[src/rtl/aho_pkg.sv]
// Shared defaults and types for the Aho-Corasick output-state matcher.
package aho_pkg;

    localparam int DEF_STATE_W = 8;
    localparam int DEF_NUM_OUT = 32;
    localparam int DEF_ID_W    = $clog2(DEF_NUM_OUT);
    localparam int DEF_CNT_W   = 16;

    typedef logic [DEF_STATE_W-1:0] state_t;
    typedef logic [DEF_ID_W-1:0]    out_id_t;

    localparam state_t ROOT_STATE = '0;

endpackage

[src/rtl/aho_prio_enc.sv]
// Lowest-index-wins priority encoder: NUM_OUT hit bits -> index plus any-hit.
module aho_prio_enc
    import aho_pkg::*;
#(
    parameter int NUM_OUT = DEF_NUM_OUT,
    parameter int ID_W    = DEF_ID_W
) (
    input  logic [NUM_OUT-1:0] hits,
    output logic [ID_W-1:0]    id,
    output logic               any
);

    // NOTE: every output gets a default before the loop, so no latch is inferred.
    always_comb begin
        id  = '0;
        any = |hits;
        // Scan downwards so the lowest set bit is the last (winning) assignment.
        for (int i = NUM_OUT - 1; i >= 0; i--) begin
            if (hits[i]) begin
                id = ID_W'(i);
            end
        end
    end

endmodule

[src/rtl/aho_output_matcher.sv]
// Two-stage matcher of automaton states against a writable accepting-state table.
// Optional AHO_MATCH_COUNT_EN adds a saturating delivered-match counter.
module aho_output_matcher
    import aho_pkg::*;
#(
    parameter int STATE_W = DEF_STATE_W,
    parameter int NUM_OUT = DEF_NUM_OUT,
    parameter int ID_W    = DEF_ID_W,
    parameter int CNT_W   = DEF_CNT_W
) (
    input  logic               CLK,
    input  logic               INITIALIZE,
    input  logic               EN,
    input  logic [STATE_W-1:0] STATE_DATA,
    output logic               IN_READY,
    input  logic               WR_EN,
    input  logic [ID_W-1:0]    WR_ADDR,
    input  logic [STATE_W-1:0] WR_STATE,
    input  logic               WR_VALID,
    output logic               OUT_VALID,
    input  logic               OUT_READY,
    output logic               MATCH,
    output logic [ID_W-1:0]    MATCH_ID,
    output logic               MATCH_FLAG,
    output logic [CNT_W-1:0]   MATCH_COUNT
);

    logic [STATE_W-1:0] entry_state [NUM_OUT];
    logic [NUM_OUT-1:0] entry_valid;
    logic [NUM_OUT-1:0] hits;
    logic               wr_ok;

    logic               s1_valid;
    logic [NUM_OUT-1:0] s1_hits;
    logic               s2_valid;
    logic               s2_match;
    logic [ID_W-1:0]    s2_id;
    logic               match_flag;
    logic [ID_W-1:0]    enc_id;
    logic               enc_any;
    logic               advance;
    logic               deliver;

    assign wr_ok = WR_EN && (int'(WR_ADDR) < NUM_OUT);

    always_ff @(posedge CLK) begin
        if (INITIALIZE) begin
            entry_valid <= '0;
        end else if (wr_ok) begin
            entry_valid[WR_ADDR] <= WR_VALID;
        end
    end

    // NOTE: the state array has no reset; a cleared valid bit makes its contents irrelevant.
    always_ff @(posedge CLK) begin
        if (!INITIALIZE && wr_ok) begin
            entry_state[WR_ADDR] <= WR_STATE;
        end
    end

    always_comb begin
        hits = '0;
        for (int i = 0; i < NUM_OUT; i++) begin
            hits[i] = entry_valid[i] && (entry_state[i] == STATE_DATA);
        end
    end

    // A held result blocks both stages, so the pipeline stalls as one unit.
    assign advance  = !(s2_valid && !OUT_READY);
    assign IN_READY = advance;
    assign deliver  = s2_valid && OUT_READY;

    aho_prio_enc #(
        .NUM_OUT (NUM_OUT),
        .ID_W    (ID_W)
    ) u_prio_enc (
        .hits (s1_hits),
        .id   (enc_id),
        .any  (enc_any)
    );

    // NOTE: sequential state uses non-blocking assignments so every stage samples pre-edge values.
    always_ff @(posedge CLK) begin
        if (INITIALIZE) begin
            s1_valid <= 1'b0;
            s1_hits  <= '0;
            s2_valid <= 1'b0;
            s2_match <= 1'b0;
            s2_id    <= '0;
        end else if (advance) begin
            s1_valid <= EN;
            s1_hits  <= EN ? hits : '0;
            s2_valid <= s1_valid;
            s2_match <= s1_valid && enc_any;
            s2_id    <= (s1_valid && enc_any) ? enc_id : '0;
        end
    end

    always_ff @(posedge CLK) begin
        if (INITIALIZE) begin
            match_flag <= 1'b0;
        end else if (deliver && s2_match) begin
            match_flag <= 1'b1;
        end
    end

`ifdef AHO_MATCH_COUNT_EN
    logic [CNT_W-1:0] match_count;

    always_ff @(posedge CLK) begin
        if (INITIALIZE) begin
            match_count <= '0;
        end else if (deliver && s2_match && (match_count != '1)) begin
            match_count <= match_count + 1'b1;
        end
    end

    assign MATCH_COUNT = match_count;
`else
    assign MATCH_COUNT = '0;
`endif

    assign OUT_VALID  = s2_valid;
    assign MATCH      = s2_match;
    assign MATCH_ID   = s2_id;
    assign MATCH_FLAG = match_flag;

endmodule

[config.mk]
export PLATFORM = sky130hd
export DESIGN_NAME = aho_output_matcher
export DESIGN_NICKNAME = d
export VERILOG_FILES = /design/src/rtl/aho_pkg.sv /design/src/rtl/aho_prio_enc.sv /design/src/rtl/aho_output_matcher.sv
export SDC_FILE = /design/constraint.sdc
export NUM_CORES = 1
export LEC_CHECK = 0
export ABC_AREA = 0
export ABC_CLOCK_PERIOD_IN_PS = 4400
export CAP_MARGIN = 10
export CORE_ASPECT_RATIO = 2
export CORE_MARGIN = 2
export CORE_UTILIZATION = 40
export CTS_CLUSTER_DIAMETER = 30
export DETAILED_ROUTE_END_ITERATION = 8
export HOLD_SLACK_MARGIN = 0.12
export PLACE_DENSITY = 0.68
export SLEW_MARGIN = 15
export SYNTH_ARGS = -nofsm -noshare
export SYNTH_HDL_FRONTEND = slang
export SYNTH_HIERARCHICAL = 1
export SYNTH_SLANG_ARGS = --single-unit
[constraint.sdc]
create_clock -name CLK -period 4.4 [get_ports CLK]
set_input_delay 1.32 -clock CLK [delete_from_list [all_inputs] [get_ports CLK]]
set_output_delay 1.32 -clock CLK [all_outputs]
set_load 0.01 [all_outputs]
==> metrics.txt <==
Synth Warn # 6; mux share of post-synthesis cell area 0; reg2reg path depth 7; compound-gate portion of the synthesized area 0.0490; CP Launch Type primary input; Die Span X ~140 um; Crit path max-delay family buffers and inverters; CTS tree done; CP required 3.08 ns; total global routing overflow 0; Levels on crit path 4; H-tree depth 1; Hold WS 0.473 ns; synth unique cells 46; layout cell share with drive strength beyond 1 0.0938; Fillers 3,008; die area 0.0365 mm2; headroom to the max-slew limit 0.456; Final Hold Fails 0; DRT Pass-1 Iters 5; initial antenna violation count 0; Slew Limit Fails 0; slowest cell on the critical path clkdlybuf4s50_1; start point of the critical path OUT_READY; Crit Path Max Fanout 3; Reg2Reg Setup Slack 2.28 ns; CTS Buffer Depth 3; Top FF cell, synth edfxtp_1; Gate Count Post-Synth 1,073; share of flip-flops with an asynchronous set or reset 0; IO buf count 35; combinational family with the most area after synthesis XOR/XNOR gates; Synth Area in Simple Gates 0.103; Clk Latency, worst-skew pair 0.57 ns; Cell Chain, Critical Path clkdlybuf4s50_1, nor2b_1, inv_1, clkdlybuf4s50_1; Max-Cap Viols 0; GR Util met3 0.0253; vias in the first global route 8,448; RR Endpoint MATCH_ID[0]; Peak Freq around 260 MHz; area grow syn2layout 13.8%; per-cell routed wire length 22.4 um; Initial DRC Count 728; busiest grt layer met2; Post CTS Setup Buffer Count 0; R2R Path Start s1_hits[27]; initial core utilization 0.406; grt met1 use 0.210; Die Y 268 um; I/O pins 52; top cells by area, synth edfxtp_1 (55%), dfxtp_1 (10%), xnor2_1 (8.0%), xor2_1 (8.0%), nand3_1 (2.2%); root cell of the clock tree clkbuf_16; Routed Antenna Nets 0; # rows 96; outcome finished clean; met2 Usage GRT 0.380; synthesized area 0.0140 mm2; pwr/cell area 410 mW/mm2; final cell count without fillers between 1,500 and 2,000; ant diodes 0; post-CTS sizing 0; skew final 0.0174 ns; final RePlAce weighted congestion 0.893; final setup vio count 0; Slew @ Worst Pin 0.816 ns; largest net degree at the start of global routing 33; Setup CP Type primary input to output port; Pleak 0.00502 uW; CP arrival 2.58 ns; Tcrit/Tclk final 0.887; synthesized flop and latch total 329; post-synthesis adder-cell area fraction 0; placed insts 1,524; hpwl dp approximately 21,000 um; Synth Area per Inst 13.0 um2; first-pass GRT wire length 52,100 um; Post-Route WL 35,400 um; CP dominant cell by count clkdlybuf4s50_1; hold crit path type register to register; # hold bufs at CTS 0; Vias 8,483; # clock sinks 329; post-synth top area share 0.551; crit end category output port; leading area contributor after synthesis edfxtp_1; min Tclk post-route 3.90 ns; worst vdd rail ir drop 0.000259 V; Post-Synth XOR/XNOR Area 0.161; Remaining DRCs 0; unrepaired setup endpoints after global routing false; All-Layer GR Usage 0.197; Placeable Area between 0.03 and 0.04 mm2; Total Neg Setup Slack 0 ns; Critical Path End IN_READY; CP bufs+invs 3; Post-synth EDFFs 256; clock-pin slew on the worst setup and hold paths 0.07 ns; sequential share of the synthesized area 0.656; Final nets 1,143; slowest cell delay on critical path 0.56 ns; Num CTS Buffers 31; vias per std cell 5.36
cell type report:
cell class / count / area (um2) / area share
Sequential cell: 329 / 9150 / 0.576
Multi-Input combinational cell: 674 / 4440 / 0.280
Clock buffer: 33 / 793 / 0.0500
Timing Repair Buffer: 72 / 621 / 0.0391
Tap cell: 441 / 552 / 0.0348
Clock inverter: 25 / 284 / 0.0179
Inverter: 8 / 30.0 / 0.00189
sequential cells by signal, indices dropped and copies added (netlist names):
name         count
entry_state    256
entry_valid     32
s1_hits         32
MATCH_ID         5
OUT_VALID        1
s1_valid         1
MATCH_FLAG       1
MATCH            1
Yosys cell counts, types with 4 or more instances:
cell and count:
nand3_1 61, nor4_1 39, nor3b_1 4, nand2_1 43, o31ai_1 4, buf_4 19
xnor2_1 128, buf_2 30, dfxtp_1 73, nand4_1 33, o21ai_0 31, a21oi_1 41
edfxtp_1 256, inv_1 8, nor2b_1 4, nor2_1 55, xor2_1 128, clkbuf_1 26
a22oi_1 5, or3_1 9, o21ai_1 36, nor3_1 6
metal layers:
layer  share of wire  routed length, um
met2            0.56              19700
met3           0.049               1720
met1            0.35              12500
met5               0                  0
met4           0.041               1460
report_power, final:
| group | switching [uW] | total (uW) | internal (uW) |
|---|---|---|---|
| combinational | 257 | 377 | 120 |
| clock | 1230 | 2760 | 1530 |
| sequential | 8.66 | 3370 | 3360 |
| total | 1490 | 6510 | 5010 |
kinds of logic (layout without fill, tap and decap cells):
family / count (synthesis) / in the layout
DFF: 329 / 329
and+or+nand+nor: 276 / 276
xor gates and xnor gates: 256 / 256
AOI/OAI and AO/OA: 126 / 126
buffers and inverters: 85 / 138
other: 1 / 16
cells in the final DEF (no fill, tap or decap), types with 4 or more instances in the layout:
master             n
nor4_1            39
nand4_1           33
a22oi_1            5
or3_1              9
inv_6              5
buf_2              9
clkinv_1           5
nor2b_1            4
buf_4             34
clkbuf_16         31
edfxtp_1         256
conb_1            16
clkdlybuf4s50_1   26
o21ai_1           36
a21oi_1           41
inv_1              8
xnor2_1          128
xor2_1           128
nor3_1             6
dfxtp_1           73
o31ai_1            4
nand2_1           43
nand3_1           61
nor3b_1            4
o21ai_0           31
nor2_1            55
how the worst min path moves through the flow:
stage	start	endpoint	slack (ns)	depth (start not counted)
after floorplan	entry_valid[30]	s1_hits[30]	0.44	2
after global placement	s1_valid	s1_valid	0.45	2
after detailed placement	entry_valid[20]	s1_hits[20]	0.46	2
after CTS	entry_valid[20]	s1_hits[20]	0.47	2
after global routing	entry_valid[26]	s1_hits[26]	0.49	2
final	entry_valid[29]	s1_hits[29]	0.47	2
metrics by stage:
stage	util	total power, uW	cell area, um2	setup slack, ns
6_report	0.462	6510	15900	0.497
5_1_grt	0.462	6700	15900	0.416
4_1_cts	0.462	6540	15900	0.490
3_5_place_dp	0.431	3820	14800	0.495
3_3_place_gp	0.431	3810	14800	0.517
2_1_floorplan	-	3660	14000	1.40
worst reg2reg max path, cell delays in order, from the launching register on:
cell     delay [ns]
dfxtp_1        0.39
nor4_1         0.43
nand3_1        0.23
nor3_2         0.26
nand4_1        0.17
and3_1         0.30
a22oi_1        0.17
nor2_1         0.05
Power figures use the tool's default switching activity.
